--- config.mk ---
export PLATFORM = sky130hd
export DESIGN_NAME = morse_msg_driver
export DESIGN_NICKNAME = d
export VERILOG_FILES = /design/src/rtl/morse_msg_driver.sv
export SDC_FILE = /design/constraint.sdc
export NUM_CORES = 1
export LEC_CHECK = 0
export BUFFER_PORTS_ARGS = -buffer_cell sky130_fd_sc_hd__buf_2
export CAP_MARGIN = 15
export CORE_ASPECT_RATIO = 2
export CORE_MARGIN = 2
export CORE_UTILIZATION = 44
export CTS_BUF_LIST = sky130_fd_sc_hd__clkbuf_4 sky130_fd_sc_hd__clkbuf_8
export CTS_CLUSTER_SIZE = 30
export DETAILED_ROUTE_END_ITERATION = 8
export PLACE_DENSITY_LB_ADDON = 0.05
export SYNTH_ARGS = -nofsm -noshare
export SYNTH_HDL_FRONTEND = slang
export SYNTH_SLANG_ARGS = --single-unit
--- constraint.sdc ---
create_clock -name clk -period 2.1 [get_ports clk]
set_input_delay 0.105 -clock clk [delete_from_list [all_inputs] [get_ports clk]]
set_output_delay 0.105 -clock clk [all_outputs]
set_load 0.01 [all_outputs]
--- src/rtl/morse_msg_driver.sv ---
// morse_msg_driver: serialises a programmable Morse message onto one line.
// Ports: clk, rst_n, start, msg, msg_len, rep_en -> dataOut, busy, done, sym_idx.
module morse_msg_driver #(
  parameter int UNIT_CYCLES = 4,
  parameter int MAX_SYMBOLS = 16,
  parameter int LEN_W = $clog2(MAX_SYMBOLS + 1)
) (
  input  logic                     clk,
  input  logic                     rst_n,
  input  logic                     start,
  input  logic [2*MAX_SYMBOLS-1:0] msg,
  input  logic [LEN_W-1:0]         msg_len,
  input  logic                     rep_en,
  output logic                     dataOut,
  output logic                     busy,
  output logic                     done,
  output logic [LEN_W-1:0]         sym_idx
);

  localparam int UW = (UNIT_CYCLES > 1) ? $clog2(UNIT_CYCLES) : 1;
  localparam logic [UW-1:0] U_LAST = UW'(UNIT_CYCLES - 1);
  localparam logic [LEN_W-1:0] MAX_LEN = LEN_W'(MAX_SYMBOLS);

  typedef enum logic [2:0] {
    S_IDLE,
    S_ON,
    S_OFF,
    S_GAP,
    S_DONE
  } state_t;

  state_t                   state;
  logic [2*MAX_SYMBOLS-1:0] msg_q;
  logic [LEN_W-1:0]         len_q;
  logic [UW-1:0]            unit_cnt;
  logic [2:0]               units_left;
  // wrap: the current GAP is the inter-pass word gap of repeat mode
  logic                     wrap;
  // pend: start seen during the DONE cycle, launched from IDLE
  logic                     pend;

  logic [LEN_W-1:0] len_in;
  logic [LEN_W-1:0] last_idx;
  logic [LEN_W-1:0] nxt_idx;
  logic [1:0]       nxt_code;
  logic             unit_end;
  logic             phase_end;

  // Dots and dashes key the line; both gap codes keep it low.
  function automatic state_t code_state(input logic [1:0] c);
    return c[1] ? S_GAP : S_ON;
  endfunction

  // units_left is loaded with (duration in units - 1)
  function automatic logic [2:0] code_units(input logic [1:0] c);
    logic [2:0] u;
    unique case (c)
      2'b00: u = 3'd0;
      2'b01: u = 3'd2;
      2'b10: u = 3'd1;
      2'b11: u = 3'd5;
    endcase
    return u;
  endfunction

  always_comb begin
    len_in    = (msg_len > MAX_LEN) ? MAX_LEN : msg_len;
    last_idx  = len_q - LEN_W'(1);
    nxt_idx   = wrap ? '0 : sym_idx + LEN_W'(1);
    unit_end  = (unit_cnt == U_LAST);
    phase_end = unit_end && (units_left == 3'd0);
    nxt_code  = 2'b00;
    for (int i = 0; i < MAX_SYMBOLS; i++) begin
      if (nxt_idx == LEN_W'(i)) nxt_code = msg_q[2*i +: 2];
    end
  end

  always_ff @(posedge clk) begin
    if (!rst_n) begin
      state      <= S_IDLE;
      msg_q      <= '0;
      len_q      <= '0;
      unit_cnt   <= '0;
      units_left <= '0;
      wrap       <= 1'b0;
      pend       <= 1'b0;
      dataOut    <= 1'b0;
      busy       <= 1'b0;
      done       <= 1'b0;
      sym_idx    <= '0;
    end else begin
      done <= 1'b0;
      unique case (state)
        S_IDLE: begin
          pend <= 1'b0;
          if (start || pend) begin
            msg_q    <= msg;
            len_q    <= len_in;
            unit_cnt <= '0;
            sym_idx  <= '0;
            wrap     <= 1'b0;
            if (len_in == '0) begin
              state <= S_DONE;
              done  <= 1'b1;
            end else begin
              busy       <= 1'b1;
              state      <= code_state(msg[1:0]);
              units_left <= code_units(msg[1:0]);
              dataOut    <= ~msg[1];
            end
          end
        end
        S_ON, S_OFF, S_GAP: begin
          unit_cnt <= unit_end ? '0 : unit_cnt + UW'(1);
          if (!phase_end) begin
            if (unit_end) units_left <= units_left - 3'd1;
          end else if (state == S_ON) begin
            state      <= S_OFF;
            units_left <= 3'd0;
            dataOut    <= 1'b0;
          end else if (wrap || (sym_idx != last_idx)) begin
            wrap       <= 1'b0;
            sym_idx    <= nxt_idx;
            state      <= code_state(nxt_code);
            units_left <= code_units(nxt_code);
            dataOut    <= ~nxt_code[1];
          end else if (rep_en) begin
            wrap       <= 1'b1;
            state      <= S_GAP;
            units_left <= 3'd5;
          end else begin
            state   <= S_DONE;
            busy    <= 1'b0;
            done    <= 1'b1;
            sym_idx <= '0;
          end
        end
        S_DONE: begin
          state <= S_IDLE;
          pend  <= start;
        end
        default: state <= S_IDLE;
      endcase
    end
  end

endmodule

==> results.txt, run 1 <==
Avg Vias per Cell = 5.48
Psw = 2050 uW
Synth Cell Area = 3380 um^2
Kind of critical path = flip-flop to flip-flop
Worst Setup End Kind = flip-flop
Critical path launch point type = flip-flop
Slew Viols, Final = 0
Buffers on Ports = 48
GR Overflow Total = 0
Min-Delay Path Class = input pin to flip-flop
DRC = 0
Mux share of post-synthesis cell area = 0.00926
Max-cap violation count = 0
Finish-stage setup viols = 5
Final WL = 10300 um
Seq/Total Area, Yosys = 0.326
Placer Congestion = 0.853
CP peak stage delay = 380 ps
Hold path depth = 3
Core box area = 7540 um^2
Worst clock skew = 15.4 ps
Largest fanout on the critical path = 4
# rows = 45
CTS H-tree depth = 2
Layout cells sized above 1 = 0.342
Final Cycle Share = 1.07
CP Cell Sequence = ha_4, nand2b_4, or3_4, o221ai_1, o221ai_2, a21o_1, a21o_1, o31a_1
Worst-skew pair later-pin latency = 330 ps
Worst Path Buf+Inv = 0
Ports = 49
Synth cell types = 67
Largest net degree at the start of global routing = 43
Initial DRC Count = 106
Switching share of power = 0.423
Syn Nets = 484
Xor and xnor area share after synthesis = 0.0263
GRT Total Usage = 0.251
Synth warn = 0
Sequential share of power = 0.299
CTS Sinks = 55
Fin. Hold Viols = 0
Largest buffer count on any clock path = 2
Slew @ Worst Pin = 476 ps
Nets = 578
Die span in y = 128 um
CP top delay family = compound AO/OA/AOI/OAI gates
Fmax = 445 MHz
Die X-Extent = 65.9 um
Worst path slowest cell = dfxtp_4
Worst path arrival time = 2460 ps
Clk pin slew, worst setup/hold paths = 110 ps
Post-Synth Simple-Gate Area = 0.279
PnR worst setup slack = -148 ps
Die area = 8430 um^2
Post-synth EDFFs = 0
Failing checks = negative setup slack
Area share of fa/ha/maj cells after synthesis = 0.0222
CP dominant cell by count = a21o_1
Slew headroom = 0.681
Root Driver = clkbuf_8
Largest family of logic cells by synthesized area = compound AO/OA/AOI/OAI gates
Synth Instances = 437
Initial Util = 0.448
Prevailing post-synth register cell = dfxtp_1
Final Critical Period = 2250 ps
Wire length of the first global-routing pass = 16200 um
Antenna violations before repair = 0
Vias in the first global route = 3425
Via Count = 3431
Cell Int Power = 2790 uW
Status = complete, but fails checks
# diodes = 0
ANT nets after route = 0
TritonCTS Buffers = 5
Unrepaired setup endpoints after global routing = true
WP data required = 2310 ps
Cell Count, Final, Fillers Out = 626
DP HPWL = 7730 um
Wire length per cell = 16.4 um
Util after Layout = 0.593
Asr flop ratio synth = 0
R2R cell count = 8
Power Density = 1080 nW/um^2
Area grow syn2layout = 32.4%
Clk pwr share = 0.129
CP Depth = 8
Complex-gate fraction of the synthesized area = 0.282
Syn avg cell area = 7.73 um^2
VDD IR-drop max = 0.000546 V
Register bit total from synthesis = 55
Logic gate share of total power = 0.572
Post-Place Cells = 610
CTS tree = built
Leak = 0.00185 uW
DR pass1 iterations = 4
## registers in the layout (all words and copies together) (netlist names)
register and count:
unit_cnt 2, busy 1, len_q 5, wrap 1, pend 1, sym_idx 5, done 1, units_left 3
dataOut 1, state 3, msg_q 32
## synthesized netlist by cell type, types with 2 or more instances
cell type,n,area (um^2)
xor2_1,3,26.3
buf_2,7,35.0
nor3b_1,2,15.0
nand2b_1,5,31.3
o21ai_0,13,65.1
clkbuf_1,17,63.8
nand2_1,103,387
nor2b_1,8,50.1
ha_1,6,75.1
o31a_1,3,26.3
a22oi_1,2,15.0
o31ai_1,2,15.0
o22ai_1,7,43.8
nand3_1,7,35.0
buf_6,4,45.0
nand4_1,2,12.5
o21ai_1,8,40.0
a21boi_1,2,15.0
o221ai_1,4,35.0
or3_1,4,25.0
a31oi_1,5,31.3
nor4b_1,3,26.3
or2_1,2,12.5
nor4_1,5,31.3
nor3_1,7,35.0
a21o_1,6,45.0
o211ai_1,3,22.5
a31o_1,2,17.5
a21oi_1,15,75.1
inv_1,11,41.3
dfxtp_1,55,1100
xnor2_1,4,35.0
o21a_1,3,22.5
a21boi_0,38,285
mux2i_1,2,20.0
nand3b_1,7,52.6
nor2_1,30,113
## path summary, 6_finish.rpt
kind	from	to	slack, ps
worst max-delay path	sym_idx[0]	state[1]	-150
worst min-delay path	msg[13]	msg_q[13]	10
worst min register to register	busy	busy	460
worst max register to register	sym_idx[0]	state[1]	-150
## power groups by stage
stage,sequential (uW),clock [uW],combinational (uW)
finish,1450,624,2770
global route,1470,670,3020
CTS,1440,642,2490
detailed placement,1460,0,2440
global placement,1460,0,2410
floorplan,1430,0,1520
## tightest hold or removal path, stage by stage
cell	delay, ps
buf_2	100
nand2_1	40
a21boi_0	60
## cells in the final DEF (no fill, tap or decap), drive strengths merged, types with 3 or more instances in the layout
| master | n |
|---|---|
| o31a | 3 |
| nor2b | 8 |
| or3 | 4 |
| a31o | 3 |
| o22ai | 7 |
| nor4b | 4 |
| a21o | 6 |
| o21a | 3 |
| dfxtp | 55 |
| a31oi | 6 |
| buf | 115 |
| nand2b | 6 |
| xor2 | 4 |
| nand2 | 103 |
| nor4 | 5 |
| or2 | 3 |
| ha | 6 |
| o211ai | 3 |
| o221ai | 4 |
| a21oi | 15 |
| a21boi | 41 |
| nor3 | 8 |
| xnor2 | 4 |
| inv | 12 |
| nand3 | 7 |
| nand3b | 8 |
| clkbuf | 6 |
| o21ai | 21 |
| nor2 | 31 |
## cell type report
class	instances	area (um^2)
repair buffers	115	790
well taps	94	118
flip-flops and latches	55	1110
inverters	11	41.3
clock buffers	6	76.3
clock inverters	2	16.3
fillers	741	3070
multi-input cells	343	2320
## stage by stage
step | setup TNS, ps | power [uW] | cell area (um^2) | hold WS, ps | setup WS (ps)
3_3_place_gp | -575 | 3870 | 4100 | 355 | -203
3_5_place_dp | -652 | 3900 | 4100 | 363 | -211
5_1_grt | -1020 | 5170 | 4470 | 25.1 | -250
4_1_cts | -421 | 4570 | 4230 | 9.20 | -127
6_report | -484 | 4840 | 4470 | 12.2 | -148
2_1_floorplan | -225 | 2940 | 3400 | 250 | -149
## routing by layer
layer | part of all wire | global-route usage | wire length (um) | up-vias
li1 | - | - | - | 1719
met1 | 0.35 | 0.244 | 3650 | 1599
met2 | 0.57 | 0.488 | 5860 | 75
met3 | 0.017 | 0.0211 | 180 | 38
met4 | 0.058 | 0.145 | 600 | 0
met5 | 0 | 0 | 0 | -
## kinds of logic after synthesis
logic type / count (synthesis)
mux: 3
fa+ha+maj: 6
buf+inv: 39
flops: 55
xor+xnor: 8
compound gates: 130
simple gates: 196
## repair_timing
item	4_1_cts	5_1_grt
endpoints found under the setup margin	11	12
endpoints found under the hold margin	0	0
resized for setup	11	44
setup buffers	0	8
hold buffers	0	0
pin swaps	3	19
No activity file was read; power rests on OpenSTA's default activity.
==> run 2: changes to the inputs <==
Settings changed: CORE_MARGIN 2 to unset.
==> run 2 against run 1 <==
The run still ends with negative setup slack left. Critical path depth unchanged. Final cell count down 0.64%. Non-clock buffer count down 3. Utilization up 0.98 points. Worst setup slack better by 55 ps. Power down 0.39%. Sequential share of layout area up 0.37 points. Die area down 4.5%. Global-route usage up 1.1 points. Largest cell class unchanged.
==> results.txt, run 2 (same netlist as run 1, synthesis figures left out) <==
Most flops, register = msg_q
Util after Layout = 0.603 (+0.00983)
Placer Congestion = 0.949 (+11%)
TNS Setup = -186 ps (+298 ps)
Max FFs per register = 32 (unchanged)
Die X-Extent = 63.9 um (-3.0%)
Max-cap violation count = 0 (unchanged)
Dpl cell area = 4080 um^2 (-0.55%)
Final WL = 10100 um (-1.6%)
Power Density = 1090 nW/um^2 (+0.97%)
Worst path arrival time = 2400 ps (-60 ps)
Initial Util = 0.461 (+0.0136)
Kind of critical path = flip-flop to flip-flop
Largest buffer count on any clock path = 2 (unchanged)
Leak = 0.00184 uW (-0.58%)
Die area = 8050 um^2 (-4.5%)
GRT Total Usage = 0.261 (+0.0106)
Avg Vias per Cell = 5.50 (+0.32%)
# rows = 44 (-2.2%)
Worst path slowest cell = dfxtp_4
Wire length of the first global-routing pass = 16100 um (-0.72%)
Buffers on Ports = 48 (unchanged)
CP top delay family = compound AO/OA/AOI/OAI gates
DRC = 0 (unchanged)
Met1 usage = 0.238 (-0.00591)
DR pass1 iterations = 4 (unchanged)
GR Layer Usage met3 = 0.0272 (+0.00610)
Worst Setup End Kind = flip-flop
CTS Sinks = 55 (unchanged)
CTS H-tree depth = 2 (unchanged)
Critical path launch point type = flip-flop
Finish-stage setup viols = 4 (-1)
DP HPWL = 7830 um (+1.3%)
Worst Path Buf+Inv = 0 (unchanged)
PnR worst setup slack = -92.9 ps (+54.6 ps)
Final Cycle Share = 1.04 (-0.0260)
Core box area = 7320 um^2 (-3.0%)
VDD IR-drop max = 0.000767 V (+41%)
TritonCTS Buffers = 5 (unchanged)
Worst-skew pair later-pin latency = 320 ps (about the same)
Unrepaired setup endpoints after global routing = true
Final Critical Period = 2190 ps (-54.6 ps)
Grt met2 use = 0.511 (+0.0228)
Root Driver = clkbuf_8
Layout cells sized above 1 = 0.321 (-0.0214)
GR Overflow Total = 0 (unchanged)
Failing checks = negative setup slack
WHS = 23.0 ps (+10.8 ps)
Design Area, Final = 4410 um^2 (-1.3%)
GR peak layer = met2
Slew headroom = 0.579 (-0.103)
CTS tree = built
Fin. Hold Viols = 0 (unchanged)
Status = complete, but fails checks
Nets = 576 (-0.35%)
Initial DRC Count = 139 (+31%)
Clk pin slew, worst setup/hold paths = 110 ps (about the same)
Biggest regs = msg_q (32), len_q (5), sym_idx (5)
Slew Viols, Final = 0 (unchanged)
Antenna violations before repair = 0 (unchanged)
CP dominant cell by count = a21o_1
Via Count = 3420 (-0.32%)
Most frequent cells in the layout = nand2_1 (103), buf_4 (60), dfxtp_1 (50)
# diodes = 0 (unchanged)
Slew @ Worst Pin = 632 ps (+156 ps)
WP data required = 2310 ps (about the same)
Die span in y = 126 um (-1.6%)
CP Cell Sequence = ha_4, nand2b_4, or3_4, o221a_1, o2bb2a_4, a21o_1, a21o_1, o31a_1
Largest net degree at the start of global routing = 39 (-9.3%)
Ports = 49 (unchanged)
Most common cell after layout, fill and taps aside = nand2_1
Placement Setup Slack = -124 ps (+87.2 ps)
Vias in the first global route = 3398 (-0.79%)
Min-Delay Path Class = input pin to flip-flop
Largest fanout on the critical path = 6 (+2)
Worst clock skew = 14.9 ps (-0.540 ps)
Wire length per cell = 16.3 um (-0.97%)
Fmax = 456 MHz (+2.5%)
CP peak stage delay = 370 ps (about the same)
ANT nets after route = 0 (unchanged)
Area grow syn2layout = 30.6%
-- run 2: layout make-up --
| cell class | count | area, um^2 |
|---|---|---|
| fill | 725 | 2910 |
| multi-input combinational | 344 | 2270 |
| sequential | 55 | 1110 |
| timing repair buffer | 112 | 753 |
| tap | 92 | 115 |
| clock buffer | 6 | 82.6 |
| inverter | 11 | 41.3 |
| clock inverter | 2 | 38.8 |
-- run 2: timing repair --
item                                    4_1_cts  5_1_grt
cloned                                        0        1
endpoints found under the setup margin       10       11
buffers inserted                              1        5
pin swaps                                     4       11
hold buffers                                  0        0
gates resized for setup                      13       26
-- run 2: tightest hold or removal path, cell delays in order --
cell and delay (ps):
buf_2 90, nand2_1 40, a21boi_0 60
-- run 2: path summary, 6_finish.rpt --
path | depth (start not counted) | end | startpoint | slack, ps
min reg2reg | 2 | busy | busy | 470
max | 8 | state[1] | sym_idx[1] | -90
min | 3 | msg_q[13] | msg[13] | 20
max reg2reg | 8 | state[1] | sym_idx[1] | -90
-- run 2: metrics by stage --
step                      total power [uW]  instances
final                                 4820        622
after global routing                  5150        622
after CTS                             4690        616
after detailed placement              3840        607
after global placement                3810        607
after floorplan                       2940        437
-- run 2: power breakdown --
part           switching, uW  internal (uW)  leakage, uW  total (uW)
Sequential               163           1260     0.000453        1430
Combinational           1440           1200      0.00133        2640
Clock                    360            393    0.0000618         753
Total                   1960           2860      0.00184        4820
-- run 2: routing by layer --
| metal | part of all wire | wire length, um | vias to the layer above |
|---|---|---|---|
| li1 | - | - | 1715 |
| met1 | 0.35 | 3590 | 1576 |
| met2 | 0.56 | 5640 | 86 |
| met3 | 0.021 | 217 | 43 |
| met4 | 0.067 | 682 | 0 |
| met5 | 0 | 0 | - |
